### config.mk
export PLATFORM = sky130hd
export DESIGN_NAME = mbist_controller
export DESIGN_NICKNAME = d
export VERILOG_FILES = /design/src/rtl/mbist_pkg.sv /design/src/rtl/mbist_addr_gen.sv /design/src/rtl/mbist_controller.sv
export SDC_FILE = /design/constraint.sdc
export NUM_CORES = 1
export LEC_CHECK = 0
export BUFFER_PORTS_ARGS = -buffer_cell sky130_fd_sc_hd__buf_2
export CORE_MARGIN = 2
export CORE_UTILIZATION = 53
export DETAILED_ROUTE_END_ITERATION = 10
export PLACE_DENSITY_LB_ADDON = 0.1
export SETUP_SLACK_MARGIN = 0.4
export SYNTH_ARGS = -nofsm -noshare
export SYNTH_HDL_FRONTEND = slang
export SYNTH_SLANG_ARGS = --single-unit
### constraint.sdc
create_clock -name clk -period 2.7 [get_ports clk]
set_input_delay 0.27 -clock clk [delete_from_list [all_inputs] [get_ports clk]]
set_output_delay 0.27 -clock clk [all_outputs]
set_load 0.02 [all_outputs]
### src/rtl/mbist_pkg.sv
// Shared types and constants for the MBIST engine.
// The pattern codes are the selector values understood by the pattern decoder.
package mbist_pkg;

  localparam int PAT_W                = 3;
  localparam int NUM_PATTERNS_DEFAULT = 6;

  localparam logic [PAT_W-1:0] PAT_CHK_AA = 3'd0;
  localparam logic [PAT_W-1:0] PAT_CHK_55 = 3'd1;
  localparam logic [PAT_W-1:0] PAT_ZEROS  = 3'd2;
  localparam logic [PAT_W-1:0] PAT_NIB_0F = 3'd3;
  localparam logic [PAT_W-1:0] PAT_NIB_F0 = 3'd4;
  localparam logic [PAT_W-1:0] PAT_ONES   = 3'd5;

  typedef enum logic [2:0] {
    ST_IDLE,
    ST_WRITE,
    ST_READ,
    ST_DRAIN,
    ST_DONE
  } state_t;

endpackage

### src/rtl/mbist_addr_gen.sv
// Address counter for the MBIST array sweep.
// Clear has priority over increment; o_last flags the final word.
module mbist_addr_gen #(
  parameter int ADDR_W = 6
) (
  input  logic              clk,
  input  logic              rst,
  input  logic              i_clr,
  input  logic              i_inc,
  output logic [ADDR_W-1:0] o_addr,
  output logic              o_last
);

  logic [ADDR_W-1:0] r_addr;

  always_ff @(posedge clk or posedge rst) begin
    if (rst) begin
      r_addr <= '0;
    end else if (i_clr) begin
      r_addr <= '0;
    end else if (i_inc) begin
      r_addr <= r_addr + 1'b1;
    end
  end

  assign o_addr = r_addr;
  assign o_last = &r_addr;

endmodule

### src/rtl/mbist_controller.sv
// MBIST sequencing FSM: for each pattern code, a write pass then a read/compare pass.
// Records the first failing address and pattern; optionally aborts on the first mismatch.
module mbist_controller
  import mbist_pkg::*;
#(
  parameter int ADDR_W       = 6,
  parameter int DATA_W       = 8,
  parameter int NUM_PATTERNS = NUM_PATTERNS_DEFAULT,
  parameter bit STOP_ON_FAIL = 1'b1
) (
  input  logic              clk,
  input  logic              rst,
  input  logic              start,
  output logic [PAT_W-1:0]  pattern_sel,
  input  logic [DATA_W-1:0] data_t,
  output logic [ADDR_W-1:0] mem_addr,
  output logic [DATA_W-1:0] mem_wdata,
  output logic              mem_we,
  output logic              mem_re,
  input  logic [DATA_W-1:0] mem_rdata,
  output logic              busy,
  output logic              done,
  output logic              fail,
  output logic [ADDR_W-1:0] fail_addr,
  output logic [PAT_W-1:0]  fail_pattern
);

  localparam logic [PAT_W-1:0] LAST_PAT = PAT_W'(NUM_PATTERNS - 1);

  state_t            r_state;
  state_t            w_next;
  logic [PAT_W-1:0]  r_pat;
  logic              r_we;
  logic              r_re;
  logic              r_busy;
  logic              r_done;
  logic              r_fail;
  logic [ADDR_W-1:0] r_fail_addr;
  logic [PAT_W-1:0]  r_fail_pat;
  logic              r_cmp_valid;
  logic [ADDR_W-1:0] r_cmp_addr;

  logic [ADDR_W-1:0] w_addr;
  logic              w_last;
  logic              w_inc;
  logic              w_start;
  logic              w_mismatch;
  logic              w_abort;

  // data_t is stable from READ into DRAIN, so it is the expected word for the compare stage
  assign w_mismatch = r_cmp_valid && (mem_rdata != data_t);
  assign w_abort    = STOP_ON_FAIL && w_mismatch &&
                      ((r_state == ST_READ) || (r_state == ST_DRAIN));
  assign w_start    = start && ((r_state == ST_IDLE) || (r_state == ST_DONE));

  always_comb begin
    w_next = r_state;
    case (r_state)
      ST_IDLE, ST_DONE: if (start) w_next = ST_WRITE;
      ST_WRITE:         if (w_last) w_next = ST_READ;
      ST_READ: begin
        if (w_abort)     w_next = ST_DONE;
        else if (w_last) w_next = ST_DRAIN;
      end
      ST_DRAIN: begin
        if (w_abort || (r_pat == LAST_PAT)) w_next = ST_DONE;
        else                                w_next = ST_WRITE;
      end
      default:          w_next = ST_IDLE;
    endcase
  end

  // Address only advances while staying inside a pass; every transition restarts it at 0
  assign w_inc = ((r_state == ST_WRITE) || (r_state == ST_READ)) && (w_next == r_state);

  mbist_addr_gen #(.ADDR_W(ADDR_W)) u_addr_gen (
    .clk    (clk),
    .rst    (rst),
    .i_clr  (!w_inc),
    .i_inc  (w_inc),
    .o_addr (w_addr),
    .o_last (w_last)
  );

  always_ff @(posedge clk or posedge rst) begin
    if (rst) begin
      r_state <= ST_IDLE;
    end else begin
      r_state <= w_next;
    end
  end

  always_ff @(posedge clk or posedge rst) begin
    if (rst) begin
      r_pat       <= PAT_CHK_AA;
      r_we        <= 1'b0;
      r_re        <= 1'b0;
      r_busy      <= 1'b0;
      r_done      <= 1'b0;
      r_fail      <= 1'b0;
      r_fail_addr <= '0;
      r_fail_pat  <= '0;
      r_cmp_valid <= 1'b0;
      r_cmp_addr  <= '0;
    end else begin
      r_we        <= (w_next == ST_WRITE);
      r_re        <= (w_next == ST_READ);
      r_busy      <= (w_next == ST_WRITE) || (w_next == ST_READ) || (w_next == ST_DRAIN);
      r_done      <= (w_next == ST_DONE);
      r_cmp_valid <= r_re && !w_abort;
      r_cmp_addr  <= w_addr;

      if (w_start) begin
        r_pat <= PAT_CHK_AA;
      end else if ((r_state == ST_DRAIN) && (w_next == ST_WRITE)) begin
        r_pat <= r_pat + 1'b1;
      end

      if (w_start) begin
        r_fail      <= 1'b0;
        r_fail_addr <= '0;
        r_fail_pat  <= '0;
      end else if (w_mismatch && !r_fail) begin
        r_fail      <= 1'b1;
        r_fail_addr <= r_cmp_addr;
        r_fail_pat  <= r_pat;
      end
    end
  end

  assign pattern_sel  = r_pat;
  assign mem_addr     = w_addr;
  assign mem_wdata    = data_t;
  assign mem_we       = r_we;
  assign mem_re       = r_re;
  assign busy         = r_busy;
  assign done         = r_done;
  assign fail         = r_fail;
  assign fail_addr    = r_fail_addr;
  assign fail_pattern = r_fail_pat;

endmodule

==> parameters.txt, run 1 <==
Parameter                              Value

STA
  Final-report hold violation count    0
  Worst-case clock skew    0.0120 ns
  Unrepaired setup endpoints after global routing    no
  Setup TNS    0 ns
  Final critical-path required period    1.92 ns
  Slew at the pin closest to its max-slew limit    0.605 ns
  Part of the cycle the worst path needs    71.0%
  Relative slew slack    59.3%
  Worst setup margin    0.784 ns
  Max Clk Rate    522 MHz
  Fin Hold WS    0.307 ns
  Final Setup Violations    0
  Number of pins with negative max-slew slack in the final report    0

Critical path
  Type of destination of the critical path    flip-flop
  Top fanout value on the critical path    14
  CP startpoint    r_state[2]
  Data arrival time of the worst path    between 2 and 2.5 ns
  Startpoint Class    flip-flop
  Required time at the worst-slack endpoint    2.91 ns
  Critical Setup Path Class    reg2reg
  Reg-to-reg setup timing slack    0.78 ns
  R2R Path Start    r_state[2]

Yosys
  Post-synthesis instance area    1550 um^2
  Fraction of synthesis flops using an asynchronous set or reset pin    100%
  Top FF cell, synth    sky130_fd_sc_hd__dfrtp_1
  Syn Nets    157
  Seq/Total Area, Yosys    between 50% and 60%
  Seq cells post-synth    33
  Post-synth EDFFs    0
  Post-Synthesis Cells    135
  Average cell area after synthesis    11.5 um^2
  Count of different cell masters after synthesis    39
  Number of warning messages in the yosys log    0

Clock tree
  CTS root buffer    sky130_fd_sc_hd__clkbuf_4
  Worst skew pair latency    0.34 ns
  Maximum clock path buffer count    2
  Clock Pin Slew Worst Setup and Hold Paths    0.11 ns
  Clock sink count    33
  Post-CTS repair timing setup buffer count    0
  Hold Buf Count CTS    1
  TritonCTS clock tree    built
  H-tree depth    2
  Post-cts sizing count    0
  CTS buffer count    5

Detailed routing
  Average detailed-routed wire length per instance    between 10 and 15 um
  Residual DRC    0
  Post-route ant nets    0
  Starting DRC count in detailed routing    29
  Mean number of vias per cell    5.37
  DR pass1 iterations    4
  Detailed-route via count    1,134
  Total Wirelength    between 2000 and 3000 um

Power and ir drop
  Power density over the cells    approximately 450 nW/um^2
  Worst vdd rail ir drop    395 uV
  Leakage    0.896 nW
  Overall power after layout    0.824 mW

Floorplan
  Top Ports    50
  Floorplan row count    19
  Initial Utilization    55.8%
  Horizontal die dimension    58.1 um
  Total Die Area    3380 um^2
  Die extent in y    between 50 and 60 um
  Floorplan core area    2780 um^2

Finish
  Seq. cell area    just over 800 um^2
  Count of filler cells inserted in the layout    230
  Number of nets in the layout    201
  Finished Layout Cells    211
  Summed area of non-filler cells in the final layout    1820 um^2
  Number of antenna cells inserted    0
  Area occupied by multi-input gates    607 um^2
  P&R area growth vs syn    16.9%
  Share of final-layout standard cells stronger than drive strength 1    36.7%
  Post-Route Utilization    between 60 and 70%

Outcome
  Run status    completed

Placement
  Placement Setup Slack    0.644 ns
  IO buf count    49
  Final HPWL from detailed placement    2210 um
  Number of instances in the placed design    202
  Area of placed instances    1750 um^2
  Global placement routability congestion    about 0.82

GRT
  Vias in the first global route    between 1,000 and 1,500
  Global-route total usage across every layer    about a fifth
  Pin count of the biggest net entering global routing    34
  Overflow left after global routing    0
  Number of antenna violations at the first check in global routing    0
  Wire length of the first global-routing pass    between 5000 and 6000 um

Flow run
  Max-cap violations    0

Hold path
  Hold Path Origin    start
  Tightest Hold Check Type    in2reg
[registers in the layout (all words and copies together), names as in the netlist]
| signal | cells |
|---|---|
| pattern_sel | 3 |
| r_state | 3 |
| fail_addr | 6 |
| busy | 1 |
| mem_re | 1 |
| fail | 1 |
| fail_pattern | 3 |
| mem_we | 1 |
| r_cmp_addr | 6 |
| done | 1 |
| u_addr_gen.o_addr | 6 |
| r_cmp_valid | 1 |
[power by group]
group	switching (mW)	internal, mW
clock network	0.172	0.0980
registers	0.00116	0.495
logic	0.0332	0.0253
total	0.206	0.618
[final timing paths]
check	cells past startpoint	to
max reg2reg	5	u_addr_gen.o_addr[1]
min in group asynchronous	4	r_cmp_valid
min	4	pattern_sel[2]
max in group asynchronous	4	pattern_sel[2]
max	5	u_addr_gen.o_addr[1]
min reg2reg	0	r_cmp_addr[5]
[layer usage]
metal	vias up	track usage [%]	wire length, um
met5	-	0	0
met4	0	9.97	53
met3	5	4.02	116
met2	21	31.3	1490
met1	537	26.4	1300
li1	571	-	-
[cell usage in the layout (no fill, tap or decap), types with 3 or more instances in the layout]
master	instances
sky130_fd_sc_hd__buf_2	49
sky130_fd_sc_hd__xor2_1	3
sky130_fd_sc_hd__a22o_1	9
sky130_fd_sc_hd__and3_1	4
sky130_fd_sc_hd__dfrtp_1	33
sky130_fd_sc_hd__nand2_1	4
sky130_fd_sc_hd__nor3_2	3
sky130_fd_sc_hd__nor3_1	4
sky130_fd_sc_hd__ha_1	3
sky130_fd_sc_hd__clkbuf_4	5
sky130_fd_sc_hd__a21oi_1	3
sky130_fd_sc_hd__nand3_1	5
sky130_fd_sc_hd__a2111oi_1	4
sky130_fd_sc_hd__xnor2_1	9
sky130_fd_sc_hd__nor2_1	6
sky130_fd_sc_hd__inv_1	5
[logic make-up (layout without fill, tap and decap cells)]
| logic type | count (synthesis) | count (layout) | synth area share (%) |
|---|---|---|---|
| flops | 33 | 33 | 53.2 |
| compound gates | 33 | 33 | 17.3 |
| buf+inv | 20 | 65 | 7.73 |
| mux | 1 | 1 | 0.725 |
| xor+xnor | 12 | 12 | 6.77 |
| simple gates | 33 | 33 | 11.8 |
| fa+ha+maj | 3 | 3 | 2.42 |
[cell usage after synthesis, types with 3 or more instances]
library cell	number	share of area (%)
sky130_fd_sc_hd__nor3_1	4	1.3
sky130_fd_sc_hd__a2111oi_1	4	2.6
sky130_fd_sc_hd__and3_1	4	1.6
sky130_fd_sc_hd__ha_1	3	2.4
sky130_fd_sc_hd__a22o_1	9	5.1
sky130_fd_sc_hd__nor3_2	3	1.9
sky130_fd_sc_hd__buf_4	9	4.4
sky130_fd_sc_hd__a21oi_1	3	0.97
sky130_fd_sc_hd__inv_1	5	1.2
sky130_fd_sc_hd__dfrtp_1	33	53
sky130_fd_sc_hd__nand2_1	4	0.97
sky130_fd_sc_hd__nand3_1	5	1.6
sky130_fd_sc_hd__xnor2_1	9	5.1
sky130_fd_sc_hd__nor2_1	6	1.5
sky130_fd_sc_hd__xor2_1	3	1.7
sky130_fd_sc_hd__buf_2	3	0.97
[worst max-delay path, stage by stage, from the launching register on]
cell	delay, ns
sky130_fd_sc_hd__dfrtp_1	0.57
sky130_fd_sc_hd__nor2b_1	0.18
sky130_fd_sc_hd__buf_4	0.16
sky130_fd_sc_hd__and3_1	0.28
sky130_fd_sc_hd__a21oi_2	0.12
sky130_fd_sc_hd__a2111oi_1	0.47
[cell type report]
class | instances | area share, %
flip-flops and latches | 33 | 45.5
multi-input cells | 82 | 33.4
repair buffers | 52 | 14.9
well taps | 31 | 2.14
clock buffers | 5 | 2.07
inverters | 5 | 1.03
clock inverters | 3 | 0.965
(Power assumes the default switching activity.)
==> inputs of run 2 (changes only) <==
--- a/config.mk
+++ b/config.mk
@@ -5,9 +5,10 @@
 export SDC_FILE = /design/constraint.sdc
 export NUM_CORES = 1
 export LEC_CHECK = 0
+export ABC_AREA = 1
 export BUFFER_PORTS_ARGS = -buffer_cell sky130_fd_sc_hd__buf_2
 export CORE_MARGIN = 2
-export CORE_UTILIZATION = 53
+export CORE_UTILIZATION = 50
 export DETAILED_ROUTE_END_ITERATION = 10
 export PLACE_DENSITY_LB_ADDON = 0.1
 export SETUP_SLACK_MARGIN = 0.4
==> constraint.sdc (replaced) <==
create_clock -name clk -period 1.8 [get_ports clk]
set_input_delay 0.18 -clock clk [delete_from_list [all_inputs] [get_ports clk]]
set_output_delay 0.18 -clock clk [all_outputs]
set_load 0.02 [all_outputs]
==> run 2 against run 1 <==
Net effect:
- cell area grew 20%
- sequential power grew 98%
- area after synthesis grew 2.7%
- die area grew 8.3%
- register-to-register slack lost 0.62 ns
- critical endpoint is now u_addr_gen.o_addr[3]
- largest cell class unchanged
- hold slack lost 0.10 ns
- clock skew shrank 0.0023 ns
==> parameters.txt, run 2 <==
Parameter                              Value

Outcome
  Run status    completed (unchanged)

Detailed routing
  Total Wirelength    3480 um (was 2960 um)
  Post-route ant nets    0 (unchanged)
  Residual DRC    0 (unchanged)
  DR pass1 iterations    4 (unchanged)
  Mean number of vias per cell    4.69 (was 5.37)
  Average detailed-routed wire length per instance    12.5 um (was 14.0 um)
  Detailed-route via count    1,308 (was 1,134)
  Starting DRC count in detailed routing    22 (was 29)

Clock tree
  Clock sink count    33 (unchanged)
  TritonCTS clock tree    built (unchanged)
  H-tree depth    2 (unchanged)
  CTS root buffer    sky130_fd_sc_hd__clkbuf_4 (unchanged)
  Maximum clock path buffer count    2 (unchanged)
  Clock Pin Slew Worst Setup and Hold Paths    0.10 ns (was 0.11 ns)
  Worst skew pair latency    0.33 ns (was 0.34 ns)
  CTS buffer count    5 (unchanged)

Flow run
  Max-cap violations    0 (unchanged)

Placement
  Global placement routability congestion    0.799 (was 0.817)
  Area of placed instances    1860 um^2 (was 1750 um^2)
  IO buf count    49 (unchanged)
  Final HPWL from detailed placement    2200 um (was 2210 um)

Floorplan
  Horizontal die dimension    60.5 um (was 58.1 um)
  Die extent in y    60.5 um (was 58.1 um)
  Floorplan row count    20 (was 19)
  Total Die Area    3660 um^2 (was 3380 um^2)
  Initial Utilization    52.3% (was 55.8%)
  Floorplan core area    3050 um^2 (was 2780 um^2)
  Top Ports    50 (unchanged)

Yosys
  Seq/Total Area, Yosys    51.8% (was 53.2%)
  Most frequent cell after synthesis    sky130_fd_sc_hd__dfrtp_1 (unchanged)
  Post-synth EDFFs    0 (unchanged)
  Number of warning messages in the yosys log    0 (unchanged)
  Top FF cell, synth    sky130_fd_sc_hd__dfrtp_1 (unchanged)
  Seq cells post-synth    33 (unchanged)
  Share of Yosys cell area claimed by the top area cell type    51.8% (was 53.2%)
  Count of different cell masters after synthesis    29 (was 39)
  Fraction of synthesis flops using an asynchronous set or reset pin    100% (unchanged)
  List of most frequent post-synthesis cells    sky130_fd_sc_hd__dfrtp_1, sky130_fd_sc_hd__inv_1, sky130_fd_sc_hd__nand2_1 (was sky130_fd_sc_hd__dfrtp_1, sky130_fd_sc_hd__a22o_1, sky130_fd_sc_hd__buf_4, sky130_fd_sc_hd__xnor2_1, sky130_fd_sc_hd__nor2_1)
  Largest cells by area after synthesis    sky130_fd_sc_hd__dfrtp_1, sky130_fd_sc_hd__inv_1, sky130_fd_sc_hd__nand2_1 (was sky130_fd_sc_hd__dfrtp_1, sky130_fd_sc_hd__a22o_1, sky130_fd_sc_hd__xnor2_1)
  Most area-hungry cell type in the Yosys netlist    sky130_fd_sc_hd__dfrtp_1 (unchanged)
  Syn Nets    192 (was 157)
  Post-Synthesis Cells    170 (was 135)
  Post-synthesis instance area    1600 um^2 (was 1550 um^2)
  Average cell area after synthesis    9.38 um^2 (was 11.5 um^2)

Power and ir drop
  Worst vdd rail ir drop    604 uV (was 395 uV)
  Leakage    1.10 nW (was 0.896 nW)
  Power density over the cells    927 nW/um^2 (was 454 nW/um^2)

GRT
  Met3 layer usage reported by global route    5.33% (was 4.02%)
  Overflow left after global routing    0 (unchanged)
  Grt peak-use layer    met2 (unchanged)
  Global-route total usage across every layer    18.7% (was 19.9%)
  Global routing usage on met2    30.3% (was 31.3%)
  GR Layer Usage met1    25.2% (was 26.4%)
  Vias in the first global route    1,183 (was 1,064)
  Wire length of the first global-routing pass    5060 um (was 5000 um)
  Number of antenna violations at the first check in global routing    0 (unchanged)
  Pin count of the biggest net entering global routing    17 (was 34)

STA
  Unrepaired setup endpoints after global routing    yes (was no)
  Max Clk Rate    611 MHz (was 522 MHz)
  Part of the cycle the worst path needs    91.0% (was 71.0%)
  Setup TNS    0 ns (unchanged)
  Slew at the pin closest to its max-slew limit    0.428 ns (was 0.605 ns)
  Final-report hold violation count    0 (unchanged)
  Final Setup Violations    0 (unchanged)
  Number of pins with negative max-slew slack in the final report    0 (unchanged)
  Final critical-path required period    1.64 ns (was 1.92 ns)
  Relative slew slack    71.4% (was 59.3%)
  Worst-case clock skew    0.00962 ns (was 0.0120 ns)

Critical path
  Critical Setup Path Class    reg2reg (unchanged)
  Startpoint Class    flip-flop (unchanged)
  Top fanout value on the critical path    6 (was 14)
  Data arrival time of the worst path    1.86 ns (was 2.12 ns)
  R2R Path Start    u_addr_gen.o_addr[1] (was r_state[2])
  Required time at the worst-slack endpoint    2.02 ns (was 2.91 ns)
  CP startpoint    u_addr_gen.o_addr[1] (was r_state[2])
  Type of destination of the critical path    flip-flop (unchanged)

Finish
  Number of antenna cells inserted    0 (unchanged)
  Number of nets in the layout    256 (was 201)
  Share of final-layout standard cells stronger than drive strength 1    49.8% (was 36.7%)
  Leading cell types in the layout, fill and taps excluded    sky130_fd_sc_hd__buf_2, sky130_fd_sc_hd__inv_1, sky130_fd_sc_hd__dfrtp_1, sky130_fd_sc_hd__nand2_1, sky130_fd_sc_hd__buf_4 (was sky130_fd_sc_hd__buf_2, sky130_fd_sc_hd__dfrtp_1, sky130_fd_sc_hd__xnor2_1, sky130_fd_sc_hd__a22o_1, sky130_fd_sc_hd__nor2_1)
  P&R area growth vs syn    36.5% (was 16.9%)
  Most common cell after layout, fill and taps aside    sky130_fd_sc_hd__buf_2 (unchanged)
  Summed area of non-filler cells in the final layout    2180 um^2 (was 1820 um^2)

Hold path
  Tightest Hold Check Type    in2reg (unchanged)
  Hold Path Origin    start (unchanged)
[run 2: changes by cell type in the layout (fill, tap and decap cells not counted), moves of 5 or more]
cell | previous run | this run
sky130_fd_sc_hd__a22o_1 | 9 | 0
sky130_fd_sc_hd__buf_4 | 2 | 13
sky130_fd_sc_hd__dfrtp_1 | 33 | 27
sky130_fd_sc_hd__dfrtp_2 | 0 | 6
sky130_fd_sc_hd__inv_1 | 5 | 27
sky130_fd_sc_hd__inv_2 | 0 | 5
sky130_fd_sc_hd__nand2_1 | 4 | 21
sky130_fd_sc_hd__nand3_2 | 0 | 8
[run 2: path summary, 6_finish.rpt]
kind / cells after the start / endpoint / slack, ns
min in group asynchronous: 3 / fail_addr[3] / 0.37
worst min register to register: 0 / r_cmp_addr[1] / 0.45
worst max register to register: 10 / u_addr_gen.o_addr[3] / 0.16
worst max-delay path: 10 / u_addr_gen.o_addr[3] / 0.16
worst min-delay path: 4 / done / 0.21
max in group asynchronous: 4 / r_state[1] / 0.88
[run 2: cell type report]
type | count | area, um^2
clock buffers | 5 | 37.5
fillers | 253 | 875
inverters | 34 | 133
clock inverters | 3 | 17.5
repair buffers | 66 | 390
multi-input cells | 94 | 712
flip-flops and latches | 33 | 833
well taps | 44 | 55.1
[run 2: power by group]
part | internal (mW) | total, mW | switching [mW]
clock network | 0.147 | 0.399 | 0.251
logic | 0.263 | 0.637 | 0.374
registers | 0.881 | 0.984 | 0.103
[run 2: cells by family (layout without fill, tap and decap cells)]
family          after synthesis  count (layout)  synth area share (%)
compound gates               21              22                  8.86
xor+xnor                      9               9                  4.94
fa+ha+maj                     3               3                  2.35
buf+inv                      44             108                  12.8
flops                        33              33                  51.8
simple gates                 60              60                  19.3
[run 2: routing by layer]
metal,up-vias,wire length (um)
li1,659,-
met1,614,1490
met2,31,1810
met3,4,161
met4,0,20
met5,-,0
[run 2: repair_timing]
item | 4_1_cts | 5_1_grt
pin swaps | 11 | 6
resized for setup | 18 | 19
buffers inserted | 9 | 4
hold buffers | 1 | 0
endpoints found under the hold margin | 10 | 0
endpoints found under the setup margin | 21 | 21
cloned | 0 | 1
[run 2: worst max-delay path, stage by stage (launching register included)]
cell                      delay [ns]
sky130_fd_sc_hd__dfrtp_2        0.41
sky130_fd_sc_hd__ha_4           0.14
sky130_fd_sc_hd__nand4_1        0.10
sky130_fd_sc_hd__nor2_2         0.20
sky130_fd_sc_hd__inv_2          0.07
sky130_fd_sc_hd__a21oi_4        0.16
sky130_fd_sc_hd__inv_2          0.06
sky130_fd_sc_hd__a21oi_4        0.14
sky130_fd_sc_hd__nand3_2        0.10
sky130_fd_sc_hd__nand3_4        0.10
sky130_fd_sc_hd__nor2_1         0.06
[run 2: stage by stage]
step	total power, mW	cells	setup slack (ns)	utilization [%]	hold WS [ns]
after floorplan	1.35	170	0.194	-	0.309
after CTS	2.00	274	0.192	67.9	0.197
after global placement	1.51	256	0.130	61.0	0.177
after detailed placement	1.53	256	0.0982	61.0	0.190
after global routing	2.15	279	0.0705	71.4	0.219
final	2.02	279	0.163	71.4	0.207
==> inputs of run 3 (changes only) <==
--- a/config.mk
+++ b/config.mk
@@ -5,7 +5,6 @@
 export SDC_FILE = /design/constraint.sdc
 export NUM_CORES = 1
 export LEC_CHECK = 0
-export ABC_AREA = 1
 export BUFFER_PORTS_ARGS = -buffer_cell sky130_fd_sc_hd__buf_2
 export CORE_MARGIN = 2
 export CORE_UTILIZATION = 50
==> run 3 against run 2 <==
Net effect:
- via count decreased by 4.9%
- critical path depth decreased by 5
- clock skew decreased by 0.0014 ns
- cell area decreased by 1.7%
- count of clock-buffer cells in the layout unchanged
- cell count decreased by 18%
- first-iteration DRC count increased by 45%
- combinational power decreased by 86%
- sequential cell count unchanged
- global-route usage increased by 1.6 points
- critical endpoint is now busy
- highest routed layer unchanged
==> parameters.txt, run 3 (same netlist as run 1, synthesis figures left out) <==
Parameter                              Value

Outcome
  Run status    completed (unchanged)

Finish
  Most common cell after layout, fill and taps aside    sky130_fd_sc_hd__buf_2 (unchanged)
  Leading cell types in the layout, fill and taps excluded    sky130_fd_sc_hd__buf_2, sky130_fd_sc_hd__dfrtp_1, sky130_fd_sc_hd__buf_4, sky130_fd_sc_hd__xnor2_1, sky130_fd_sc_hd__a22o_1 (was sky130_fd_sc_hd__buf_2, sky130_fd_sc_hd__inv_1, sky130_fd_sc_hd__dfrtp_1, sky130_fd_sc_hd__nand2_1, sky130_fd_sc_hd__buf_4)
  Number of nets in the layout    216 (was 256)
  Count of filler cells inserted in the layout    212 (was 253)
  Seq. cell area    836 um^2 (was 833 um^2)
  Area occupied by multi-input gates    759 um^2 (was 712 um^2)
  P&R area growth vs syn    37.9% (was 36.5%)
  Share of final-layout standard cells stronger than drive strength 1    56.4% (was 49.8%)
  Number of antenna cells inserted    0 (unchanged)

STA
  Worst-case clock skew    0.00827 ns (was 0.00962 ns)
  Slew at the pin closest to its max-slew limit    0.518 ns (was 0.428 ns)
  Final Setup Violations    0 (unchanged)
  Relative slew slack    65.5% (was 71.4%)
  Number of pins with negative max-slew slack in the final report    0 (unchanged)
  Final critical-path required period    1.56 ns (was 1.64 ns)
  Unrepaired setup endpoints after global routing    yes (unchanged)
  Fin Hold WS    0.218 ns (was 0.207 ns)
  Setup TNS    0 ns (unchanged)
  Max Clk Rate    640 MHz (was 611 MHz)
  Part of the cycle the worst path needs    86.9% (was 91.0%)
  Final-report hold violation count    0 (unchanged)
  Worst setup margin    0.236 ns (was 0.163 ns)

Floorplan
  Floorplan core area    3000 um^2 (was 3050 um^2)
  Horizontal die dimension    59.7 um (was 60.5 um)
  Total Die Area    3570 um^2 (was 3660 um^2)
  Initial Utilization    51.7% (was 52.3%)
  Top Ports    50 (unchanged)
  Die extent in y    59.7 um (was 60.5 um)
  Floorplan row count    20 (unchanged)

GRT
  Wire length of the first global-routing pass    5180 um (was 5060 um)
  Pin count of the biggest net entering global routing    34 (was 17)
  Vias in the first global route    1,123 (was 1,183)
  Number of antenna violations at the first check in global routing    0 (unchanged)
  Global-route total usage across every layer    20.3% (was 18.7%)
  Overflow left after global routing    0 (unchanged)

Detailed routing
  Post-route ant nets    0 (unchanged)
  DR pass1 iterations    4 (unchanged)
  Detailed-route via count    1,244 (was 1,308)
  Starting DRC count in detailed routing    32 (was 22)
  Residual DRC    0 (unchanged)
  Average detailed-routed wire length per instance    15.7 um (was 12.5 um)
  Mean number of vias per cell    5.46 (was 4.69)
  Total Wirelength    3580 um (was 3480 um)

Critical path
  Slowest Stage Delay on Critical Path    0.45 ns (was 0.41 ns)
  Type of destination of the critical path    flip-flop (unchanged)
  Critical Setup Path Class    reg2reg (unchanged)
  Top fanout value on the critical path    6 (unchanged)
  R2R Path Start    u_addr_gen.o_addr[0] (was u_addr_gen.o_addr[1])
  Data arrival time of the worst path    1.80 ns (was 1.86 ns)
  CP startpoint    u_addr_gen.o_addr[0] (was u_addr_gen.o_addr[1])
  Crit path cell chain    ha_4 -> and3_4 -> mux2_2 -> a31o_1 -> o21bai_1 (was ha_4 -> nand4_1 -> nor2_2 -> inv_2 -> a21oi_4 -> inv_2 -> a21oi_4 -> nand3_2 -> nand3_4 -> nor2_1)
  Required time at the worst-slack endpoint    2.04 ns (was 2.02 ns)
  Critical-path top delay cell    sky130_fd_sc_hd__dfrtp_2 (unchanged)
  R2R depth    5 (was 10)
  Startpoint Class    flip-flop (unchanged)

Clock tree
  Clock sink count    33 (unchanged)
  CTS buffer count    5 (unchanged)
  Maximum clock path buffer count    2 (unchanged)
  TritonCTS clock tree    built (unchanged)
  Worst skew pair latency    0.35 ns (was 0.33 ns)
  CTS root buffer    sky130_fd_sc_hd__clkbuf_4 (unchanged)
  H-tree depth    2 (unchanged)
  Clock Pin Slew Worst Setup and Hold Paths    0.11 ns (was 0.10 ns)

Placement
  Final HPWL from detailed placement    2270 um (was 2200 um)
  Placement Setup Slack    0.0847 ns (was 0.0982 ns)
  Global placement routability congestion    0.779 (was 0.799)
  IO buf count    49 (unchanged)

Power and ir drop
  Overall power after layout    1.53 mW (was 2.02 mW)
  Leakage    0.998 nW (was 1.10 nW)
  Power density over the cells    716 nW/um^2 (was 927 nW/um^2)
  Worst vdd rail ir drop    1020 uV (was 604 uV)

Flow run
  Max-cap violations    0 (unchanged)

Hold path
  Hold Path Origin    start (unchanged)
  Worst Hold Path Cells    3 (was 4)
  Tightest Hold Check Type    in2reg (unchanged)
-- run 3: metal layers --
layer | part of all wire (%) | vias to the layer above | global-route usage [%]
met5 | 0 | - | 0
met4 | 2.3 | 0 | 10.8
met3 | 5.3 | 10 | 5.84
met2 | 51 | 42 | 34.6
met1 | 41 | 597 | 22.8
li1 | - | 595 | -
-- run 3: final timing paths --
path	to	slack, ns
min	done	0.22
max reg2reg	busy	0.24
min in group asynchronous	fail_addr[4]	0.44
max	busy	0.24
max in group asynchronous	r_state[0]	1.03
min reg2reg	r_cmp_addr[4]	0.44
-- run 3: critical path: cells and delay by family, from the launching register on --
kind,cells,cell delay (ns)
AOI/OAI and AO/OA,2,0.35
adders and majority gates,1,0.17
DFF,1,0.45
muxes,1,0.26
and+or+nand+nor,1,0.21
-- run 3: area by class of cell --
cell class | count | share of cell area [%]
Tap cell | 33 | 1.93
Inverter | 5 | 0.877
Clock buffer | 5 | 1.75
Clock inverter | 3 | 3.04
Multi-Input combinational cell | 82 | 35.5
Sequential cell | 33 | 39.0
Timing Repair Buffer | 67 | 17.9
-- run 3: metrics by stage --
step / cell area (um^2) / util, % / cells
after floorplan: 1590 / - / 135
after global placement: 1820 / 60.6 / 208
after detailed placement: 1820 / 60.6 / 208
after CTS: 2080 / 69.2 / 223
after global routing: 2140 / 71.3 / 228
final: 2140 / 71.3 / 228
-- run 3: where the power goes --
group / internal [mW] / switching, mW
clock: 0.430 / 0.269
combinational: 0.0398 / 0.0517
sequential: 0.742 / 0.000802
total: 1.21 / 0.322
-- run 3: repair_timing --
action | 4_1_cts | 5_1_grt
gates cloned | 0 | 0
buffers inserted | 6 | 5
endpoints found under the setup margin | 20 | 21
resized for setup | 20 | 6
hold buffers | 1 | 0
endpoints found under the hold margin | 33 | 0
pin swaps | 6 | 3
